### config.mk
export PLATFORM = sky130hd
export DESIGN_NAME = dmem_copy_master
export DESIGN_NICKNAME = d
export VERILOG_FILES = /design/src/rtl/dmem_pkg.sv /design/src/rtl/dmem_copy_master.sv
export SDC_FILE = /design/constraint.sdc
export NUM_CORES = 1
export LEC_CHECK = 0
export ABC_AREA = 0
export CORE_ASPECT_RATIO = 2
export CORE_MARGIN = 8
export CORE_UTILIZATION = 53
export DETAILED_ROUTE_END_ITERATION = 16
export GPL_TIMING_DRIVEN = 0
export PLACE_DENSITY = 0.86
export SYNTH_ARGS = -nofsm -noshare
export SYNTH_HDL_FRONTEND = slang
export SYNTH_SLANG_ARGS = --single-unit
### constraint.sdc
create_clock -name clk -period 9.1 [get_ports clk]
set_input_delay 0.91 -clock clk [delete_from_list [all_inputs] [get_ports clk]]
set_output_delay 0.91 -clock clk [all_outputs]
set_load 0.01 [all_outputs]
### src/rtl/dmem_pkg.sv
// Shared definitions for the data-memory copy master: default widths and FSM state encodings.
package dmem_pkg;

    localparam int AW_DEF = 16;
    localparam int DW_DEF = 16;

    typedef enum logic [1:0] {
        IDLE  = 2'd0,
        READ  = 2'd1,
        WRITE = 2'd2,
        DONE  = 2'd3
    } state_t;

endpackage

### src/rtl/dmem_copy_master.sv
// Data-memory bus initiator that copies a block of words from one address range to another,
// one read followed by one write per word. Optional running checksum: DMEM_COPY_CHECKSUM_EN.
module dmem_copy_master
    import dmem_pkg::*;
#(
    parameter int AW = AW_DEF,
    parameter int DW = DW_DEF
) (
    input  logic          clk,
    input  logic          rst,
    input  logic          start,
    input  logic [AW-1:0] src_addr,
    input  logic [AW-1:0] dst_addr,
    input  logic [AW-1:0] length,
    output logic          busy,
    output logic          done,
    output logic [AW-1:0] words_copied,
    output logic [AW-1:0] mem_address,
    output logic          mem_read,
    output logic          mem_write,
    output logic [DW-1:0] mem_writedata,
    input  logic [DW-1:0] mem_readdata
`ifdef DMEM_COPY_CHECKSUM_EN
    ,
    output logic [DW-1:0] checksum
`endif
);

    state_t        state;
    logic [AW-1:0] src_ptr;
    logic [AW-1:0] dst_ptr;
    logic [AW-1:0] remaining;
    logic [DW-1:0] data_reg;
`ifdef DMEM_COPY_CHECKSUM_EN
    logic [DW-1:0] sum_reg;
`endif

    // Pointers, count and data word are don't-care outside an active copy, so only
    // control state and the visible counters are reset.
    always_ff @(posedge clk) begin
        if (rst) begin
            state        <= IDLE;
            words_copied <= '0;
`ifdef DMEM_COPY_CHECKSUM_EN
            sum_reg      <= '0;
`endif
        end else begin
            case (state)
                IDLE: begin
                    if (start) begin
                        src_ptr      <= src_addr;
                        dst_ptr      <= dst_addr;
                        remaining    <= length;
                        words_copied <= '0;
`ifdef DMEM_COPY_CHECKSUM_EN
                        sum_reg      <= '0;
`endif
                        state        <= (length != '0) ? READ : DONE;
                    end
                end
                READ: begin
                    data_reg <= mem_readdata;
`ifdef DMEM_COPY_CHECKSUM_EN
                    sum_reg  <= sum_reg + mem_readdata;
`endif
                    state    <= WRITE;
                end
                WRITE: begin
                    src_ptr      <= src_ptr + AW'(1);
                    dst_ptr      <= dst_ptr + AW'(1);
                    remaining    <= remaining - AW'(1);
                    words_copied <= words_copied + AW'(1);
                    // remaining still holds the pre-decrement count here
                    state        <= (remaining != AW'(1)) ? READ : DONE;
                end
                DONE: begin
                    state <= IDLE;
                end
                default: begin
                    state <= IDLE;
                end
            endcase
        end
    end

    // Bus outputs are pure decodes of registered state, so they are glitch-free
    // and read/write can never overlap.
    assign busy          = (state == READ) || (state == WRITE);
    assign done          = (state == DONE);
    assign mem_read      = (state == READ);
    assign mem_write     = (state == WRITE);
    assign mem_address   = (state == READ)  ? src_ptr :
                           (state == WRITE) ? dst_ptr : '0;
    assign mem_writedata = (state == WRITE) ? data_reg : '0;

`ifdef DMEM_COPY_CHECKSUM_EN
    assign checksum = sum_reg;
`endif

endmodule

Yosys cells after proc, flatten, opt, wreduce, memory -nomap -nowiden
Cells that the tools add are included.

Add/subtract/negate cells: 4. Eq/ne operators: 5. Muxes and demuxes: 15. Bitwise logic cells: 1. Reductions and logical operators: 7.

Operator list (count): $pmux W16 S2 (4); $mux W16 (7); $add A16 B1 Y16 const B (3); $ne A16 B1 Y1 const B (1); $reduce_bool A16 Y1 (1); $sub A16 B1 Y16 const B (1); $pmux W2 S4 (1); $mux W2 (3); $eq A2 B2 Y1 const B (2); $reduce_and A2 Y1 (2); $reduce_and A3 Y1 (1); $eq A2 B1 Y1 const B (1); $logic_not A2 Y1 (1); $ne A2 B2 Y1 const B (1); $reduce_bool A2 Y1 (1); $logic_or A1 B1 Y1 (1); $not A1 Y1 (1).

Flip-flop bits (word level): 82. Bits of input ports: 67. Output and inout port bits: 52. Word-level logic and storage cells: 38.

Logic depth before layout (Yosys ltp)
Gate-level depths: netlist of the first run.

Word-level depth: 4. Mapped depth: 8.

Worst setup path before layout of the first run
Ideal clock, no wire load.

Path type: input to register. From: input port start. To: register dst_ptr[0] (enable). Data arrival time: 3.240 ns. Slack: 5.406 ns. Stages: 3. Path through: mux2i_1 buf_2 nor2_1.

Word-level cells in the longest chain between the ends: 2.

RTL lines: from (decl) (RTL line dmem_copy_master.sv:11) `input logic start,`; $ne A2 B2 Y1 (no line); $reduce_and A3 Y1 (no line); to (signal assigned) (RTL line dmem_copy_master.sv:52) `dst_ptr <= dst_addr;`; to (signal assigned) (RTL line dmem_copy_master.sv:70) `dst_ptr <= dst_ptr + AW'(1);`; to (decl) (RTL line dmem_copy_master.sv:31) `logic [AW-1:0] dst_ptr;`.

No other way between the ends. A chain may end at the register's enable or synchronous reset.

Worst setup path after layout of the first run
From: register state[0]. To: output port mem_address[0].

Word-level cells in the longest chain between the ends: 3. Elaborated cells on any way between the ends: 4. Classes of those cells: 2 x eq/ne; 2 x mux.

RTL lines: from (decl) (RTL line dmem_copy_master.sv:29) `state_t state;`; from (signal assigned) (RTL line dmem_copy_master.sv:58) `state <= (length != '0) ? READ : DONE;`; from (signal assigned) (RTL line dmem_copy_master.sv:74) `state <= (remaining != AW'(1)) ? READ : DONE;`; $eq A2 B2 Y1 (RTL line dmem_copy_master.sv:93) `(state == WRITE) ? dst_ptr : '0;`; $mux W16 (RTL line dmem_copy_master.sv:93); $mux W16 * (RTL line dmem_copy_master.sv:92) `assign mem_address = (state == READ) ? src_ptr :`; to (decl) (RTL line dmem_copy_master.sv:18) `output logic [AW-1:0] mem_address,`.

Mark *: on every way between the ends. The rest lies on a longest branch, timed or not.

==> results of run 1 <==
## routing by layer
metal | vias to the layer above | share of wire (%) | global-route usage (%)
li1 | 1988 | - | -
met5 | - | 0 | 0
met1 | 1903 | 40 | 26.1
met2 | 182 | 49 | 33.8
met4 | 0 | 2.0 | 8.02
met3 | 28 | 8.5 | 4.28
## where the power goes
part	internal, mW	total [mW]	leakage (nW)	switching, mW
registers	0.433	0.453	0.737	0.0200
logic	0.0828	0.173	1.17	0.0905
clock network	0.190	0.346	0.142	0.156
total	0.706	0.972	2.05	0.266
## placed cells by master, fill, tap and decap left out, types with 6 or more instances in the layout
cell type / instances
clkdlybuf4s50_1: 118
edfxtp_1: 64
nor2_1: 63
nand2_1: 57
a21oi_1: 39
xnor2_1: 30
o21ai_0: 22
nand3_1: 20
dfxtp_1: 18
nor4_1: 17
and2_1: 16
clkbuf_1: 15
xor2_1: 13
inv_1: 12
nand4_1: 12
nor3_1: 12
ha_1: 9
clkbuf_16: 9
buf_1: 6
or3_1: 6
a31oi_1: 6
## synth_stat cells (2+ instances only)
cell type   n
edfxtp_1   64
nor2_1     64
nand2_1    57
a21oi_1    39
xnor2_1    30
o21ai_0    22
nand3_1    20
dfxtp_1    18
nor4_1     17
and2_1     16
clkbuf_1   15
xor2_1     13
inv_1      12
nand4_1    12
nor3_1     12
ha_1        9
a31oi_1     6
buf_1       6
or3_1       6
nand2b_1    4
nand3b_1    4
or4_1       4
and3_1      3
mux2_2      3
mux2i_1     3
a211o_1     2
clkbuf_2    2
nor3b_1     2
o31ai_1     2
## stage by stage
| step | instances | hold WS, ns | utilization, % |
|---|---|---|---|
| finish | 718 | 0.471 | 72.7 |
| global route | 718 | 0.508 | 72.7 |
| CTS | 718 | 0.477 | 72.7 |
| detailed placement | 702 | 0.469 | 69.3 |
| global placement | 701 | 0.458 | 69.0 |
| floorplan | 483 | 0.490 | - |
## worst max path at each step
stage | end | slack [ns] | cells past startpoint
after floorplan | dst_ptr[0] | 5.41 | 3
after global placement | src_ptr[2] | 3.77 | 4
after detailed placement | mem_address[0] | 5.72 | 7
after CTS | mem_address[0] | 5.36 | 7
after global routing | mem_address[0] | 5.18 | 7
final | mem_address[0] | 5.30 | 7
## final cells by class
| cell class | instances | area share, % |
|---|---|---|
| multi-input combinational | 365 | 34.5 |
| clock inverter | 7 | 0.955 |
| clock buffer | 9 | 3.66 |
| sequential | 82 | 37.1 |
| inverter | 12 | 0.731 |
| buffer | 24 | 1.52 |
| timing repair buffer | 119 | 19.5 |
| tap | 100 | 2.03 |
## cell families after synthesis
group                    after synthesis  share of synthesized area (%)
multiplexers                           6                           1.41
AND/OR/NAND/NOR                      226                           24.3
buffers and inverters                 36                           3.06
adder cells (fa/ha/maj)                9                           2.48
XOR/XNOR                              43                           8.30
flip-flops                            82                           50.3
AO/OA/AOI/OAI                         81                           10.1
## critical path: stages, from the launching register on
cell             delay (ns)
dfxtp_1                0.34
inv_1                  0.09
ha_1                   0.27
clkbuf_1               0.38
clkbuf_1               0.52
nand2_1                0.09
o21ai_0                0.27
clkdlybuf4s50_1        0.60
==> impl_results.md, run 1 <==
* Synth-to-layout area growth at 35.7%
* DRC at 0
* Die extent in y at 147 um
* Routed length per instance at 17.1 um
* Overall Power at 0.972 mW
* Max IR drop VDD at 143 uV
* RSZ-0062 raised after global routing: false
* Nets at 689
* Top cell type's share of synthesized area at 42.3%
* Max_slew headroom at 40.0%
* Register area at 2280 um^2
* Num CTS Buffers at 9
* Pre-CTS WS at 5.72 ns
* Worst endpoint required time at 8.19 ns
* Hold Path Sink: words_copied[15]
* Worst Tran Pin Value at 0.892 ns
* Outcome: finished, final reports clean
* Starting Density at 53.6%
* Leakage at 2.05 nW
* Sequential area share after synthesis at 50.3%
* Port Buf Inserts at 118
* Total global-route track usage at 20.9%
* Rows at 48
* Fin Clk Skew at 0.00991 ns
* CTS tree: built
* Clock Tree Root: clkbuf_16
* Netlist cell types at 45
* Synth area leader: edfxtp_1
* Minimum clock period at 3.80 ns
* Hold Startpoint: words_copied[15]
* Die area at 12,000 um^2
* Multi-input gate area at 2130 um^2
* Post-CTS Hold Buffers at 0
* Fin. max-slew vios at 0
* CP Capture Type: output pin
* Pin count of the biggest net entering global routing at 34
* Largest cells by area after synthesis: edfxtp_1, dfxtp_1, xnor2_1
* Max Cap Viol at 0
* Max Fclk at 263 MHz
* Ys Warns at 0
* First-pass GRT wire length at 19.9 mm
* Worst Hold Class: reg -> reg
* Initial antenna violation count at 0
* DP Wirelength at 9.19 mm
* FF-to-FF setup slack at 6.60 ns
* Cell Pwr Density at 158 nW/um^2
* Worst skew pair latency at 0.34 ns
* Gpl congestion at 0.869
* Diodes inserted at 0
* Cell Area, Synth at 4540 um^2
* Boundary Pins at 119
* Origin of the worst setup path: state[0]
* Async SR Flop Fraction at 0%
* # fillers at 639
* Post-synth net total at 559
* Number of synthesized register bits at 82
* CP startpoint kind: flip-flop
* Core Area at 8470 um^2
* Clk sinks at 82
* Average cell area after synthesis at 9.40 um^2
* CTS resizes at 0
* Reg2reg start: state[0]
* CTS Buffer Depth at 2
* Die X-Extent at 81.4 um
* Gr ovfl total at 0
* Vias in the first global route at 4,128
* Worst R2R End: src_ptr[11]
* WS Path Type: reg -> out
* Layout cells sized above 1 at 4.53%
* Htree depth at 3
* Design area at 6160 um^2
* Hold depth at 2
* Max FO, Critical Path at 10
* Worst-path clk slew at 0.06 ns
* Main synth FF type: edfxtp_1
* Antenna viol nets, final at 0
* Fin. Hold Viols at 0
* DP Area at 5870 um^2
* Setup violators final at 0
* Worst-case reg-to-reg path depth at 6
* Critical path arrival at 2.89 ns
* Post-synth EDFFs at 64
* Via count at 4,101
* Cells after Synth at 483
* First drt pass iteration count at 5
* Fin crit share at 41.8%
* Vias per cell at 5.71
* Starting DRT DRC Count at 346
* Post-route setup slack at 5.30 ns
* Setup bufs post-CTS at 0
* Final wirelength at 12.3 mm
* Setup TNS at 0 ns
Power figures use the tool's default switching activity.
==> inputs of run 2 (changes only) <==
CORE_UTILIZATION = 44   (was 53)
PLACE_DENSITY = 0.76   (was 0.86)
clock period = 3.1 ns   (was 9.1 ns; I/O delays follow)
==> run 2 against run 1 <==
  * Critical endpoint is now mem_address[7]
  * Largest cell class unchanged
  * Critical path type unchanged
  * Core utilization down 11 points
  * Die area up 17%
  * Routed wire length up 6.0%
  * Critical path depth unchanged
==> impl_results.md, run 2 (synthesized netlist as in run 1, its figures left out) <==
* Setup violators final at 0 (unchanged)
* Worst-path clk slew at 0.06 ns (about the same)
* WS Path Type: reg -> out
* Layout cells sized above 1 at 5.02% (+0.49 points)
* Final wirelength at 13.0 mm (+6.0%)
* DRC at 0 (unchanged)
* Post-CTS Hold Buffers at 0 (unchanged)
* Setup bufs post-CTS at 0 (unchanged)
* Total global-route track usage at 19.0% (-1.9 points)
* Most frequent cells in the layout: clkdlybuf4s50_1, edfxtp_1, nor2_1, nand2_1, a21oi_1
* Max_slew headroom at 30.8% (-9.2 points)
* Leakage at 2.09 nW (+2.1%)
* Reg power frac at 43.5% (-3.1 points)
* Worst skew pair latency at 0.33 ns (about the same)
* Clk sinks at 82 (unchanged)
* Die extent in y at 160 um (+8.7%)
* Fin Clk Skew at 0.00500 ns (-0.00491 ns)
* Num CTS Buffers at 9 (unchanged)
* Die area at 14,000 um^2 (+17%)
* Worst Tran Pin Value at 1.03 ns (+0.137 ns)
* Finished Layout Cells at 753 (+4.9%)
* Sw frac at 25.1% (-2.3 points)
* Core Area at 10,100 um^2 (+19%)
* CTS resizes at 1 (+1)
* Clock Tree Root: clkbuf_16
* GRT Max-Usage Layer: met2
* Routed length per instance at 17.3 um (+1.0%)
* Via count at 4,026 (-1.8%)
* Minimum clock period at 2.90 ns
* Pin count of the biggest net entering global routing at 35 (+2.9%)
* Overall Power at 3.05 mW (+210%)
* Gate power share at 16.8% (-1.0 points)
* Placed cells at 737 (+5.0%)
* First drt pass iteration count at 5 (unchanged)
* Fin. max-slew vios at 0 (unchanged)
* Int Power at 2.29 mW (+220%)
* Boundary Pins at 119 (unchanged)
* Vias in the first global route at 4,155 (+0.65%)
* Fin crit share at 93.6%
* Starting DRT DRC Count at 314 (-9.2%)
* Diodes inserted at 0 (unchanged)
* Vias per cell at 5.35 (-6.4%)
* First-pass GRT wire length at 20.7 mm (+4.2%)
* Gpl congestion at 0.880 (+1.3%)
* Nets at 689 (unchanged)
* Fin. Hold Viols at 0 (unchanged)
* Gr ovfl total at 0 (unchanged)
* RSZ-0062 raised after global routing: false
* Starting Density at 45.0% (-8.6 points)
* Synth-to-layout area growth at 38.2%
* DP Wirelength at 10.1 mm (+9.9%)
* CTS tree: built
* CTS Buffer Depth at 2 (unchanged)
* Worst endpoint required time at 2.79 ns (-5.40 ns)
* Worst Hold Class: reg -> reg
* Rows at 52 (+8.3%)
* Met3 GRT Util at 4.06% (-0.22 points)
* Clock share of power at 39.6% (+4.0 points)
* Initial antenna violation count at 0 (unchanged)
* Met2 Use GR at 36.1% (+2.4 points)
* Critical path arrival at 2.59 ns (-0.30 ns)
* Max FO, Critical Path at 10 (unchanged)
* Outcome: finished, final reports clean
* Max Cap Viol at 0 (unchanged)
* Port Buf Inserts at 118 (unchanged)
* Htree depth at 3 (unchanged)
* Post-route setup slack at 0.197 ns (-5.10 ns)
* Die X-Extent at 87.8 um (+7.8%)
* NetSw at 0.765 mW (+190%)
* CP Capture Type: output pin
* Pre-CTS WS at 0.316 ns (-5.40 ns)
* CP startpoint kind: flip-flop
* Antenna viol nets, final at 0 (unchanged)
* Max IR drop VDD at 401 uV (+180%)
* Max Fclk at 344 MHz
* Cell Pwr Density at 487 nW/um^2 (+210%)
* Setup TNS at 0 ns (unchanged)
* Met1 usage at 18.6% (-7.5 points)
* Commonest non-fill, non-tap cell in the layout: clkdlybuf4s50_1
-- run 2: layout make-up --
class                           count  area, um^2
Buffer                             24        97.6
Clock buffer                       12         300
Clock inverter                      4        50.0
Fill cell                         867        3810
Inverter                           12        45.0
Multi-Input combinational cell    365        2130
Sequential cell                    82        2280
Tap cell                          135         169
Timing Repair Buffer              119        1200
-- run 2: metrics by stage --
step	util, %	hold slack [ns]	instance area [um^2]
floorplan	-	0.409	4540
global placement	58.4	0.459	5890
detailed placement	58.7	0.471	5920
CTS	62.1	0.484	6270
global route	62.2	0.511	6270
finish	62.2	0.485	6270
-- run 2: per-layer routing --
metal  vias to the layer above  part of all wire (%)
met1                      1883                    35
met2                       129                    57
li1                       1994                     -
met4                         0                   2.5
met3                        20                   5.3
met5                         -                     0
-- run 2: power groups by stage --
stage                     clock network (mW)  registers, mW  logic [mW]
after floorplan                            0           1.34       0.260
after global placement                     0           1.35       0.493
after detailed placement                   0           1.35       0.511
after CTS                               1.23           1.33       0.517
after global routing                    1.27           1.34       0.560
final                                   1.21           1.33       0.514
-- run 2: path summary, 6_finish.rpt --
kind | startpoint | to | slack, ns | cells after the start
max | state[0] | mem_address[7] | 0.20 | 7
min | words_copied[15] | words_copied[15] | 0.48 | 2
max reg2reg | state[0] | dst_ptr[4] | 0.74 | 7
min reg2reg | words_copied[15] | words_copied[15] | 0.48 | 2
-- run 2: worst max-delay path, stage by stage (launching register included) --
cell             delay [ns]
dfxtp_1                0.33
inv_1                  0.11
ha_1                   0.26
clkbuf_2               0.26
clkbuf_1               0.37
nand2_1                0.08
o21ai_0                0.24
clkdlybuf4s50_1        0.60
==> inputs of run 3 (changes only) <==
clock period = 2.35 ns   (was 3.1 ns; I/O delays follow)
==> run 3 against run 2 <==
  * First-iteration DRC count fell by 34%
  * Die area did not move
  * Sequential share of layout area fell by 0.52 points
  * Largest cell class unchanged
  * Global-route usage rose by 0.055 points
  * Critical path depth fell by 1
  * Routed wire length rose by 0.54%
==> impl_results.md, run 3 (synthesized netlist as in run 1, its figures left out) <==
* Outcome: finished, final reports clean
* Antenna viol nets, final at 0 (unchanged)
* Register area at 2280 um^2 (unchanged)
* First-pass GRT wire length at 20.7 mm (-0.17%)
* Max Cap Viol at 0 (unchanged)
* Worst Tran Pin Value at 0.997 ns (-0.0316 ns)
* Minimum clock period at 2.25 ns
* Synth-to-layout area growth at 40.2%
* Via count at 4,116 (+2.2%)
* DP Wirelength at 9.93 mm (-1.6%)
* Post-CTS Hold Buffers at 0 (unchanged)
* WS Path Type: reg -> out
* Worst-path clk slew at 0.06 ns (about the same)
* Clk sinks at 82 (unchanged)
* NetSw at 1.04 mW (+37%)
* Finished Layout Cells at 761 (+1.1%)
* Die extent in y at 160 um (unchanged)
* Final wirelength at 13.1 mm (+0.54%)
* Total global-route track usage at 19.1% (+0.055 points)
* DRC at 0 (unchanged)
* Diodes inserted at 0 (unchanged)
* Setup violators final at 0 (unchanged)
* Die area at 14,000 um^2 (unchanged)
* Starting DRT DRC Count at 206 (-34%)
* Rows at 52 (unchanged)
* Pin count of the biggest net entering global routing at 25 (-29%)
* Commonest non-fill, non-tap cell in the layout: clkdlybuf4s50_1
* Worst Hold Class: in -> reg
* CTS tree: built
* WP buf/inv at 4 (unchanged)
* Clock Tree Root: clkbuf_16
* Max Fclk at 445 MHz
* Port Buf Inserts at 118 (unchanged)
* RSZ-0062 raised after global routing: true
* Max IR drop VDD at 478 uV (+19%)
* First drt pass iteration count at 6 (+1)
* Critical-path cell with the highest stage delay: clkdlybuf4s50_1
* Initial antenna violation count at 0 (unchanged)
* Fin crit share at 95.7%
* Core Area at 10,100 um^2 (unchanged)
* Cell Pwr Density at 612 nW/um^2 (+26%)
* Gpl congestion at 0.886 (+0.68%)
* Nets at 697 (+1.2%)
* Htree depth at 3 (unchanged)
* Leakage at 2.31 nW (+10%)
* Num CTS Buffers at 9 (unchanged)
* Int Power at 2.85 mW (+25%)
* CP startpoint kind: flip-flop
* Clock share of power at 37.3% (-2.3 points)
* CTS Buffer Depth at 2 (unchanged)
* Reg power frac at 45.1% (+1.6 points)
* Worst skew pair latency at 0.34 ns (about the same)
* Most frequent cells in the layout: clkdlybuf4s50_1, edfxtp_1, nor2_1, nand2_1, a21oi_1
* Vias in the first global route at 4,209 (+1.3%)
* Max_slew headroom at 32.9% (+2.1 points)
* Fin util at 63.1% (+0.89 points)
* Worst endpoint required time at 2.12 ns (-0.67 ns)
* Vias per cell at 5.41 (+1.2%)
* Sw frac at 26.8% (+1.8 points)
* Min Hold Slack at 0.445 ns (-0.0403 ns)
* CP Capture Type: output pin
* Fin. max-slew vios at 0 (unchanged)
* Gate power share at 17.6% (+0.8 points)
* Multi-input gate area at 2180 um^2 (+2.5%)
* Routed length per instance at 17.2 um (-0.52%)
* Critical-path cell list: inv_2 > ha_4 > clkbuf_8 > clkbuf_4 > and2_1 > clkdlybuf4s50_1
* Gr ovfl total at 0 (unchanged)
* Layout cells sized above 1 at 8.31% (+3.3 points)
* Fin Clk Skew at 0.00473 ns (-0.000269 ns)
* Placed cells at 736 (-0.14%)
* Crit path max-delay family: buffers and inverters
* Max FO, Critical Path at 10 (unchanged)
* Die X-Extent at 87.8 um (unchanged)
* Biggest cell delay along the critical path at 0.55 ns (-0.05 ns)
* # fillers at 850 (-2.0%)
* Boundary Pins at 119 (unchanged)
* Critical path arrival at 2.01 ns (-0.58 ns)
* Starting Density at 45.0% (unchanged)
* Fin. Hold Viols at 0 (unchanged)
* Setup TNS at 0 ns (unchanged)
[run 3: cell types whose count changed in the layout (fill, tap and decap cells not counted), sizes merged]
cell	change
inv	+2
dlymetal6s2s	+7
clkbuf	-2
buf	+6
clkinv	-2
bufinv	-1
nor2	+3
dlygate4sd2	+14
clkdlybuf4s50	-21
clkinvlp	+2
[run 3: final cells by class]
cell class                      instances  share of cell area (%)
Sequential cell                        82                    35.9
Clock inverter                          5                   0.590
Inverter                               12                   0.767
Buffer                                 22                    2.01
Tap cell                              135                    2.65
Multi-Input combinational cell        368                    34.3
Timing Repair Buffer                  126                    19.5
Clock buffer                           11                    4.33
[run 3: power groups by stage]
stage                     Combinational (mW)  Clock (mW)  Sequential [mW]
after floorplan                        0.345           0             1.76
after global placement                 0.652           0             1.78
after detailed placement               0.666           0             1.79
after CTS                              0.664        1.47             1.75
after global routing                   0.750        1.53             1.77
final                                  0.686        1.45             1.76
[run 3: what timing repair did]
action | 4_1_cts | 5_1_grt
gates cloned | 1 | 2
gates resized for setup | 35 | 14
pin swaps | 1 | 2
setup endpoints to repair | 125 | 67
buffers inserted | 0 | 8
[run 3: routing by layer]
layer	global-route usage, %	wire length, um
met5	0	0
met4	9.63	346
met3	3.50	604
met2	36.0	7480
met1	18.4	4650
[run 3: through the flow]
stage | instance area, um^2 | setup slack, ns | power (mW)
after floorplan | 4550 | 0.103 | 2.11
after global placement | 5900 | -0.373 | 2.43
after detailed placement | 5900 | -0.394 | 2.45
after CTS | 6240 | -0.0277 | 3.89
after global routing | 6360 | -0.00892 | 4.04
final | 6360 | 0.101 | 3.89
[run 3: worst reg2reg max path, delay by kind of cell, from the launching register on]
family	cells	cell delay [ns]
adder cells (fa/ha/maj)	1	0.19
AND/OR/NAND/NOR	2	0.80
multiplexers	2	0.38
buffers and inverters	2	0.26
flip-flops	1	0.41
[run 3: path summary, 6_finish.rpt]
check                           cells past startpoint              from          endpoint  slack, ns
worst max-delay path                                6          state[0]  mem_writedata[9]       0.10
worst min-delay path                                1  mem_readdata[12]      data_reg[12]       0.44
worst max register to register                      7          state[1]  words_copied[15]       0.19
worst min register to register                      2  words_copied[15]  words_copied[15]       0.48
